**config.mk**
```make
export PLATFORM = sky130hd
export DESIGN_NAME = core_clk_ctrl_flat
export DESIGN_NICKNAME = d
export VERILOG_FILES = /design/src/rtl/core_clk_ctrl_pkg.sv /design/src/rtl/core_clk_ctrl_if.sv /design/src/rtl/core_clk_ctrl_period_counter.sv /design/src/rtl/core_clk_ctrl.sv /design/src/flat_wrapper.sv
export SDC_FILE = /design/constraint.sdc
export NUM_CORES = 1
export LEC_CHECK = 0
export ABC_CLOCK_PERIOD_IN_PS = 3500
export BUFFER_PORTS_ARGS = -buffer_cell sky130_fd_sc_hd__buf_4
export CAP_MARGIN = 10
export CORE_MARGIN = 3
export CORE_UTILIZATION = 53
export DETAILED_ROUTE_END_ITERATION = 8
export PLACE_DENSITY_LB_ADDON = 0.3
export SLEW_MARGIN = 20
export SYNTH_ARGS = -nofsm -noshare
export SYNTH_HDL_FRONTEND = slang
export SYNTH_SLANG_ARGS = --single-unit
```
**constraint.sdc**
```tcl
create_clock -name clk -period 3.5 [get_ports clk]
set_input_delay 0.35 -clock clk [delete_from_list [all_inputs] [get_ports clk]]
set_output_delay 0.35 -clock clk [all_outputs]
set_load 0.1 [all_outputs]
```
**src/rtl/core_clk_ctrl_pkg.sv**
```systemverilog
`default_nettype none
// +----------------------------------------------------------------------+
// | clk_ctrl_pkg : shared run-state encoding and tick counter width       |
// | Rev 1.0                                                               |
// +----------------------------------------------------------------------+
package clk_ctrl_pkg;

  typedef enum logic [1:0] {
    HALT = 2'b00,
    RUN  = 2'b01,
    STEP = 2'b10
  } run_state_e;

  localparam int TICK_CNT_W = 32;

endpackage
`default_nettype wire

```
**src/rtl/core_clk_ctrl_if.sv**
```systemverilog
`default_nettype none
// +----------------------------------------------------------------------+
// | core_clk_ctrl_if : run-control requests, divisor config and tick bus  |
// | Rev 1.0                                                               |
// +----------------------------------------------------------------------+
interface core_clk_ctrl_if
  import clk_ctrl_pkg::*;
#(
  parameter int CNT_W = 25
);

  logic                  run_req;
  logic                  halt_req;
  logic                  step_req;
  logic                  cfg_valid;
  logic [CNT_W-1:0]      cfg_div;
  logic                  cfg_ready;
  logic                  tick;
  run_state_e            state_o;
  logic                  step_done;
  logic [TICK_CNT_W-1:0] tick_count;

  modport master (
    output run_req, halt_req, step_req, cfg_valid, cfg_div,
    input  cfg_ready, tick, state_o, step_done, tick_count
  );

  modport slave (
    input  run_req, halt_req, step_req, cfg_valid, cfg_div,
    output cfg_ready, tick, state_o, step_done, tick_count
  );

endinterface
`default_nettype wire

```
**src/rtl/core_clk_ctrl_period_counter.sv**
```systemverilog
`default_nettype none
// +----------------------------------------------------------------------+
// | period_counter : divisor counter, wraps at div_i-1                    |
// | Rev 1.0                                                               |
// +----------------------------------------------------------------------+
module period_counter #(
  parameter int CNT_W = 25
) (
  input  logic             clk,
  input  logic             rst,
  input  logic             clear_i,
  input  logic             enable_i,
  input  logic [CNT_W-1:0] div_i,
  output logic             wrap_o
);

  localparam logic [CNT_W-1:0] C_ONE = CNT_W'(1);

  logic [CNT_W-1:0] cnt_q;
  logic [CNT_W-1:0] cnt_d;

  assign wrap_o = (cnt_q == (div_i - C_ONE));

  // clear has priority so a halt in the wrap cycle still lands on zero
  always_comb begin
    cnt_d = cnt_q;
    if (clear_i) begin
      cnt_d = '0;
    end else if (enable_i) begin
      cnt_d = wrap_o ? '0 : (cnt_q + C_ONE);
    end
  end

  always_ff @(posedge clk or negedge rst) begin
    if (!rst) begin
      cnt_q <= '0;
    end else begin
      cnt_q <= cnt_d;
    end
  end

endmodule
`default_nettype wire

```
**src/rtl/core_clk_ctrl.sv**
```systemverilog
`default_nettype none
// +----------------------------------------------------------------------+
// | core_clk_ctrl : run/halt/step scheduler issuing core tick enables     |
// | Rev 1.0                                                               |
// +----------------------------------------------------------------------+
module core_clk_ctrl
  import clk_ctrl_pkg::*;
#(
  parameter int CNT_W       = 25,
  parameter int DEFAULT_DIV = 25000000
) (
  input  logic           clk,
  input  logic           rst,
  core_clk_ctrl_if.slave ctrl
);

  localparam logic [CNT_W-1:0]      C_DIV_RST = CNT_W'(DEFAULT_DIV);
  localparam logic [CNT_W-1:0]      C_ONE     = CNT_W'(1);
  localparam logic [TICK_CNT_W-1:0] C_TC_ONE  = TICK_CNT_W'(1);

  run_state_e            state_q;
  logic [CNT_W-1:0]      active_div_q;
  logic [CNT_W-1:0]      pend_div_q;
  logic                  pend_valid_q;
  logic [TICK_CNT_W-1:0] tick_count_q;

  logic w_active;
  logic w_wrap;
  logic w_tick;
  logic w_accept;
  logic w_apply;

  assign w_active = (state_q != HALT);
  // tick is gated by halt_req in the same cycle, so it cannot be registered
  assign w_tick   = w_active && w_wrap && !ctrl.halt_req;
  assign w_accept = ctrl.cfg_valid && !pend_valid_q;
  assign w_apply  = pend_valid_q && ((state_q == HALT) || w_tick);

  period_counter #(
    .CNT_W (CNT_W)
  ) u_period (
    .clk      (clk),
    .rst      (rst),
    .clear_i  (!w_active || ctrl.halt_req),
    .enable_i (w_active),
    .div_i    (active_div_q),
    .wrap_o   (w_wrap)
  );

  always_ff @(posedge clk or negedge rst) begin
    if (!rst) begin
      state_q      <= HALT;
      tick_count_q <= '0;
    end else begin
      if (w_tick) begin
        tick_count_q <= tick_count_q + C_TC_ONE;
      end
      case (state_q)
        HALT: begin
          if (!ctrl.halt_req) begin
            if (ctrl.step_req) begin
              state_q <= STEP;
            end else if (ctrl.run_req) begin
              state_q <= RUN;
            end
          end
        end
        RUN: begin
          if (ctrl.halt_req) begin
            state_q <= HALT;
          end
        end
        STEP: begin
          if (ctrl.halt_req || w_tick) begin
            state_q <= HALT;
          end
        end
        default: state_q <= HALT;
      endcase
    end
  end

  // a new divisor only lands in HALT or at a wrap, never mid-period
  always_ff @(posedge clk or negedge rst) begin
    if (!rst) begin
      active_div_q <= C_DIV_RST;
      pend_div_q   <= C_DIV_RST;
      pend_valid_q <= 1'b0;
    end else begin
      if (w_accept) begin
        pend_div_q   <= (ctrl.cfg_div == '0) ? C_ONE : ctrl.cfg_div;
        pend_valid_q <= 1'b1;
      end else if (w_apply) begin
        active_div_q <= pend_div_q;
        pend_valid_q <= 1'b0;
      end
    end
  end

  assign ctrl.cfg_ready  = !pend_valid_q;
  assign ctrl.tick       = w_tick;
  assign ctrl.step_done  = w_tick && (state_q == STEP);
  assign ctrl.state_o    = state_q;
  assign ctrl.tick_count = tick_count_q;

endmodule
`default_nettype wire

```
**src/flat_wrapper.sv**
```systemverilog
// flat-port wrapper written by rule: the top's interface ports become plain ports
module core_clk_ctrl_flat import clk_ctrl_pkg::*;
#(
  parameter int CNT_W       = 25,
  parameter int DEFAULT_DIV = 25000000
)
  (clk, rst, ctrl_run_req, ctrl_halt_req, ctrl_step_req, ctrl_cfg_valid, ctrl_cfg_div, ctrl_cfg_ready, ctrl_tick, ctrl_state_o, ctrl_step_done, ctrl_tick_count);
  core_clk_ctrl_if #(.CNT_W(CNT_W)) ctrl_i ();
  input  logic clk;
  input  logic rst;
  input wire logic [$bits(ctrl_i.run_req)-1:0] ctrl_run_req;
  input wire logic [$bits(ctrl_i.halt_req)-1:0] ctrl_halt_req;
  input wire logic [$bits(ctrl_i.step_req)-1:0] ctrl_step_req;
  input wire logic [$bits(ctrl_i.cfg_valid)-1:0] ctrl_cfg_valid;
  input wire logic [$bits(ctrl_i.cfg_div)-1:0] ctrl_cfg_div;
  output wire logic [$bits(ctrl_i.cfg_ready)-1:0] ctrl_cfg_ready;
  output wire logic [$bits(ctrl_i.tick)-1:0] ctrl_tick;
  output wire logic [$bits(ctrl_i.state_o)-1:0] ctrl_state_o;
  output wire logic [$bits(ctrl_i.step_done)-1:0] ctrl_step_done;
  output wire logic [$bits(ctrl_i.tick_count)-1:0] ctrl_tick_count;
  assign ctrl_i.run_req = ctrl_run_req;
  assign ctrl_i.halt_req = ctrl_halt_req;
  assign ctrl_i.step_req = ctrl_step_req;
  assign ctrl_i.cfg_valid = ctrl_cfg_valid;
  assign ctrl_i.cfg_div = ctrl_cfg_div;
  assign ctrl_cfg_ready = ctrl_i.cfg_ready;
  assign ctrl_tick = ctrl_i.tick;
  assign ctrl_state_o = ctrl_i.state_o;
  assign ctrl_step_done = ctrl_i.step_done;
  assign ctrl_tick_count = ctrl_i.tick_count;
  core_clk_ctrl #(.CNT_W(CNT_W), .DEFAULT_DIV(DEFAULT_DIV)) u_core (.clk(clk), .rst(rst), .ctrl(ctrl_i));
endmodule
```
==> results of run 1 <==
## critical path, delay by kind of cell (launching register included)
kind	cells	cell delay, ps
XOR/XNOR	1	160
AND/OR/NAND/NOR	7	1820
flip-flops	1	390
buffers and inverters	4	640
## routing by layer
metal	part of all wire	GRT usage
met1	0.45	0.294
met2	0.48	0.349
met3	0.050	0.0321
met4	0.024	0.0989
met5	0	0
## placed cells by master (no fill, tap or decap), types with 17 or more instances in the layout
master,synthesis,layout
nand3_1,21,21
xor2_1,57,57
xnor2_1,28,27
nand4_1,21,21
mux2_2,47,47
dfrtp_1,86,86
nor2_1,46,46
nand2_1,34,32
nor4_4,1,17
buf_4,0,96
dfstp_2,24,24
nor3_1,23,23
## per-stage QoR
| stage | hold slack, ps | power [mW] | cell area, um2 | setup slack, ps |
|---|---|---|---|---|
| finish | 94.7 | 3.90 | 7300 | -239 |
| global route | 164 | 4.12 | 7300 | -393 |
| global placement | 460 | 2.95 | 6710 | -24.5 |
| detailed placement | 485 | 3.01 | 6710 | -47.7 |
| floorplan | 54.4 | 2.61 | 5940 | 118 |
| CTS | 112 | 3.83 | 6990 | -205 |
## layout make-up
type                            instances  area [um2]  share of cell area
Clock inverter                          5        58.8             0.00806
Clock buffer                           11         131              0.0180
Tap cell                              140         175              0.0240
Timing Repair Buffer                  105         887               0.122
Sequential cell                       110        2780               0.381
Multi-Input combinational cell        407        3230               0.443
Inverter                                8        30.0             0.00412
## repair_timing
| item | CTS | global route |
|---|---|---|
| setup buffers | 3 | 12 |
| endpoints found under the setup margin | 6 | 52 |
| cloned | 0 | 1 |
| gates resized for setup | 14 | 28 |
| endpoints found under the hold margin | 0 | 0 |
| pin swaps | 3 | 38 |
## report_power, final
| part | switching (mW) | total (mW) | internal [mW] |
|---|---|---|---|
| sequential | 0.314 | 1.89 | 1.57 |
| combinational | 0.609 | 1.25 | 0.636 |
| clock | 0.438 | 0.771 | 0.333 |
## worst paths after layout
check                                           start                         end  slack [ps]  depth (start not counted)
setup / recovery               u_core.active_div_q[1]              ctrl_step_done        -240                         12
hold / removal                                    rst   u_core.ctrl.tick_count[1]          90                          1
setup reg to reg               u_core.active_div_q[1]   u_core.ctrl.tick_count[1]          50                         13
hold reg to reg            u_core.ctrl.tick_count[31]  u_core.ctrl.tick_count[31]         500                          1
max in group asynchronous                         rst       u_core.pend_div_q[20]        2530                          2
min in group clk                        ctrl_halt_req      u_core.ctrl.state_o[0]         190                          2
## state kept, by name, summed over array words and instances, names as in the netlist
register / flops
u_core.pend_div_q: 25
u_core.ctrl.tick_count: 32
u_core.active_div_q: 25
u_core.ctrl.state_o: 2
u_core.u_period.cnt_q: 25
u_core.pend_valid_q: 1
## cells by family (layout without fill, tap and decap cells)
family                   after synthesis  after routing  synth area share
multiplexers                          53             53             0.100
flip-flops                           110            110             0.468
AO/OA/AOI/OAI                         28             28            0.0339
adder cells (fa/ha/maj)                3              3           0.00632
AND/OR/NAND/NOR                      238            238             0.242
XOR/XNOR                              85             85             0.125
buffers and inverters                 31            129            0.0236
==> results by group, run 1 <==
CTS
  – Htree depth: 3
  – Max clock buf depth: 2
  – Skew-Pair Late Insertion Delay: a little under 400 ps
  – Clk pin slew, worst setup/hold paths: between 100 and 150 ps
  – CTS buffer count: 9
  – CTS tree: yes
  – CTS Sinks: 110
  – Hold_buf cts: 0
  – Clock Root Buffer: clkbuf_8

Setup path
  – WP data required: approximately 3200 ps
  – Most used cell, CP: buf_4
  – Crit Path Class: register to output port
  – Crit-path cells: buf_4 -> nor4_4 -> buf_4 -> nand2b_1 -> xnor2_1 -> or4_4 -> nor4_4 -> nand2_1 -> nor4_2 -> buf_4 -> and3_4 -> buf_12
  – Startpoint Class: register
  – Crit Path Max Fanout: 3
  – Crit path capture type: output port
  – Critical path arrival: about 3400 ps
  – Critical path's slowest cell: or4_4
  – CP peak stage delay: 560 ps

Floorplanning
  – Placement Rows: 38
  – Ports: between 60 and 70
  – Die width: between 100 and 150 um
  – Die Area: between 10000 and 15000 um2
  – Core Area: approximately 11000 um2
  – Initial Utilization: 0.546
  – Die height: 112 um

Timing
  – Max Slew Vio Count: 0
  – Total negative slack: -433 ps
  – Relative slew slack: 0.221
  – Slew @ Worst Pin: between 1000 and 1500 ps
  – Final Setup Violations: 2
  – Final min period: ~3700 ps
  – Layout Skew: roughly 25 ps
  – RSZ-0062 raised after global routing: yes
  – Tcrit/Tclk final: 1.07
  – PnR worst setup slack: -239 ps
  – Final Hold Fails: 0
  – Max Freq: 0.267 GHz

Yosys
  – Mapped Cells: about 550
  – Largest area contributor in the netlist: dfrtp_1
  – Most frequent cells after synthesis: dfrtp_1, xor2_1, mux2_2, nor2_1, nand2_1
  – Main synth FF type: dfrtp_1
  – Proportion of synthesized chip area in sequential cells: 0.468
  – Yosys reg bits: 110
  – Post-synth top area share: 0.362
  – EDFF count, synth: 0
  – Top cells by area, synth: dfrtp_1, dfstp_2, mux2_2
  – Top-count cell post-synth: dfrtp_1
  – Synth cell types: 52
  – Synth Net Count: 582
  – Synth async-reset ratio: 1.00
  – Cell Area, Synth: around 5900 um2
  – Mean Syn Cell Area: approximately 11 um2
  – Yosys warns: 0

Power and ir drop
  – Lkg Pwr: about 3.3 nW
  – Worst IR Drop VDD: 0.000361 V
  – Pwr dens: around 540 nW/um2

Routing
  – Post-route ant nets: 0
  – Drt first pass iters: 5
  – Drt wl/cell: 17.3 um
  – Vias per std cell: 5.89
  – DRC: 0
  – DR vias: around 4600
  – Wirelength, routed: around 14000 um
  – Initial drt markers: between 300 and 400

Cells and area
  – Post-Layout Cell Count: a little under 800
  – Filler cell count in the final layout: a little over 800
  – Layout cells sized above 1: 0.359
  – Nets: 675
  – Layout Utilization: 0.670
  – Antenna Cells: 0
  – Area Overhead vs Synth: 22.8%

Worst hold path
  – Hold crit path type: primary input to asynchronous set/reset pin

Outcome
  – Status: finished with violations
  – Failing checks: setup timing

GRT
  – Gr usage total: 0.218
  – First-pass GRT wire length: ~22000 um
  – Largest net degree at the start of global routing: 75
  – Total grt overflow: 0
  – Vias in the first global route: 4592
  – Initial antenna violation count: 0

Place
  – Post-Place Cells: about 750
  – Port-buffer cells: 67
  – Routability-driven placement congestion ratio: about 0.94
  – Detailed Place HPWL: 9710 um

Run
  – Max cap viols: 0
Note: power is estimated with default switching activity, not from simulation.
==> run 2: changes to the inputs <==
- REMOVE_ABC_BUFFERS: default -> 1
==> results by group, run 2 (synthesis gave the netlist of run 1 again) <==
Run
  – Max cap viols: 0

Floorplanning
  – Die width: 112 um
  – Core Area: approximately 11000 um2
  – Placement Rows: 38
  – Die Area: between 10000 and 15000 um2
  – Ports: 68
  – Die height: 112 um
  – Initial Utilization: 0.546

GRT
  – Busiest layer in global routing: met2
  – Vias in the first global route: about 4400
  – Global-route met2 utilization: 0.347
  – Initial antenna violation count: 0
  – Largest net degree at the start of global routing: 58
  – Gr usage total: 0.212
  – Grt met3 use: 0.0386
  – First-pass GRT wire length: about 22000 um
  – Global routing usage on met1: 0.284
  – Total grt overflow: 0

Cells and area
  – Nets: ~670
  – Most frequent cells in the layout: buf_4, dfrtp_1, xor2_1
  – Antenna Cells: 0
  – Area Overhead vs Synth: 22.2%
  – Layout cells sized above 1: 0.359
  – Post-Layout Inst Area: between 7000 and 8000 um2
  – Max FFs per register: 32
  – Filler cell count in the final layout: roughly 830

Timing
  – PnR worst setup slack: -199 ps
  – Max Slew Vio Count: 0
  – Final Setup Violations: 2
  – Final Hold Fails: 0
  – Max Freq: approximately 0.27 GHz
  – Tcrit/Tclk final: 1.06
  – Total negative slack: -347 ps
  – Slew @ Worst Pin: 914 ps
  – Final min period: about 3700 ps
  – Worst hold margin: about 7.5 ps
  – Relative slew slack: 0.389
  – Layout Skew: 14.5 ps
  – RSZ-0062 raised after global routing: yes

Place
  – Area after DPL: around 6700 um2
  – Port-buffer cells: 67
  – Routability-driven placement congestion ratio: 0.980
  – Detailed Place HPWL: roughly 9200 um

Setup path
  – Crit path capture type: output port
  – WP data required: 3150 ps
  – Critical path arrival: 3350 ps
  – Crit Path Max Fanout: 5
  – Crit Path Class: register to output port
  – Startpoint Class: register

CTS
  – Clock Root Buffer: clkbuf_8
  – CTS buffer count: 9
  – Max clock buf depth: 2
  – CTS Sinks: 110
  – Htree depth: 3
  – Clk pin slew, worst setup/hold paths: approximately 100 ps
  – CTS tree: yes
  – Skew-Pair Late Insertion Delay: between 300 and 400 ps
  – Hold_buf cts: 0

Power and ir drop
  – Pwr dens: ~540 nW/um2
  – Worst IR Drop VDD: 0.000352 V
  – Total chip power: 3.95 mW
  – Logic gate share of total power: 0.306
  – Lkg Pwr: 3.20 nW
  – Internal power: 2.60 mW
  – Flop pwr share: 0.476
  – Clock share of power: 0.217
  – Switch Pwr: between 1 and 1.5 mW
  – Switching Share: 0.342

Worst hold path
  – Hold crit path type: primary input to asynchronous set/reset pin

Outcome
  – Failing checks: setup timing
  – Status: finished with violations

Routing
  – DR vias: 4580
  – DRC: 0
  – Vias per std cell: 5.89
  – Post-route ant nets: 0
  – Drt wl/cell: between 15 and 20 um
  – Drt first pass iters: 4
  – Initial drt markers: ~380
  – Wirelength, routed: 13400 um
[run 2: cell type report]
type	instances	area [um2]	area share
inverters	8	30.0	0.00414
flip-flops and latches	110	2790	0.384
multi-input cells	407	3180	0.438
well taps	140	175	0.0241
repair buffers	96	868	0.120
clock buffers	10	128	0.0176
clock inverters	6	93.8	0.0129
[run 2: path summary, 6_finish.rpt]
path	slack, ps	to	cells after the start	from
worst max-delay path	-200	ctrl_step_done	13	u_core.active_div_q[0]
min in group clk	190	u_core.ctrl.state_o[0]	2	ctrl_halt_req
max in group asynchronous	2710	u_core.pend_div_q[16]	2	rst
worst min register to register	480	u_core.ctrl.tick_count[31]	1	u_core.ctrl.tick_count[31]
worst min-delay path	8	u_core.ctrl.tick_count[5]	1	rst
worst max register to register	50	u_core.ctrl.tick_count[1]	10	u_core.active_div_q[0]
[run 2: power groups by stage]
stage	clock [mW]	combinational (mW)	sequential, mW
5_1_grt	0.932	1.32	1.93
3_3_place_gp	0	1.05	1.87
4_1_cts	0.876	1.19	1.87
6_report	0.858	1.21	1.88
2_1_floorplan	0	0.781	1.82
3_5_place_dp	0	1.09	1.89
[run 2: metal layers]
metal	up-vias	share of wire
li1	2134	-
met1	2292	0.44
met4	0	0.017
met5	-	0
met2	127	0.49
met3	27	0.049
[run 2: timing repair]
action	in CTS	in global routing
resized for setup	21	16
setup endpoints to repair	39	58
buffers inserted	9	0
pin swaps	9	5
gates cloned	0	4
[run 2: worst max-delay path: stages, from the launching register on]
cell and delay (ps):
dfrtp_1 410, inv_1 70, ha_2 190, nor3b_4 300
buf_4 180, nand2_1 60, xnor2_1 140, or4_1 430
nor4_2 280, nand2_1 150, nor4_2 210, buf_4 190
and3_4 200, buf_12 170
[run 2: through the flow]
stage	setup slack, ps	util	std cells
after floorplan	-498	-	525
final	-199	0.667	777
after CTS	-78.9	0.650	773
after detailed placement	-81.4	0.615	748
after global routing	-346	0.667	777
after global placement	-68.3	0.615	748
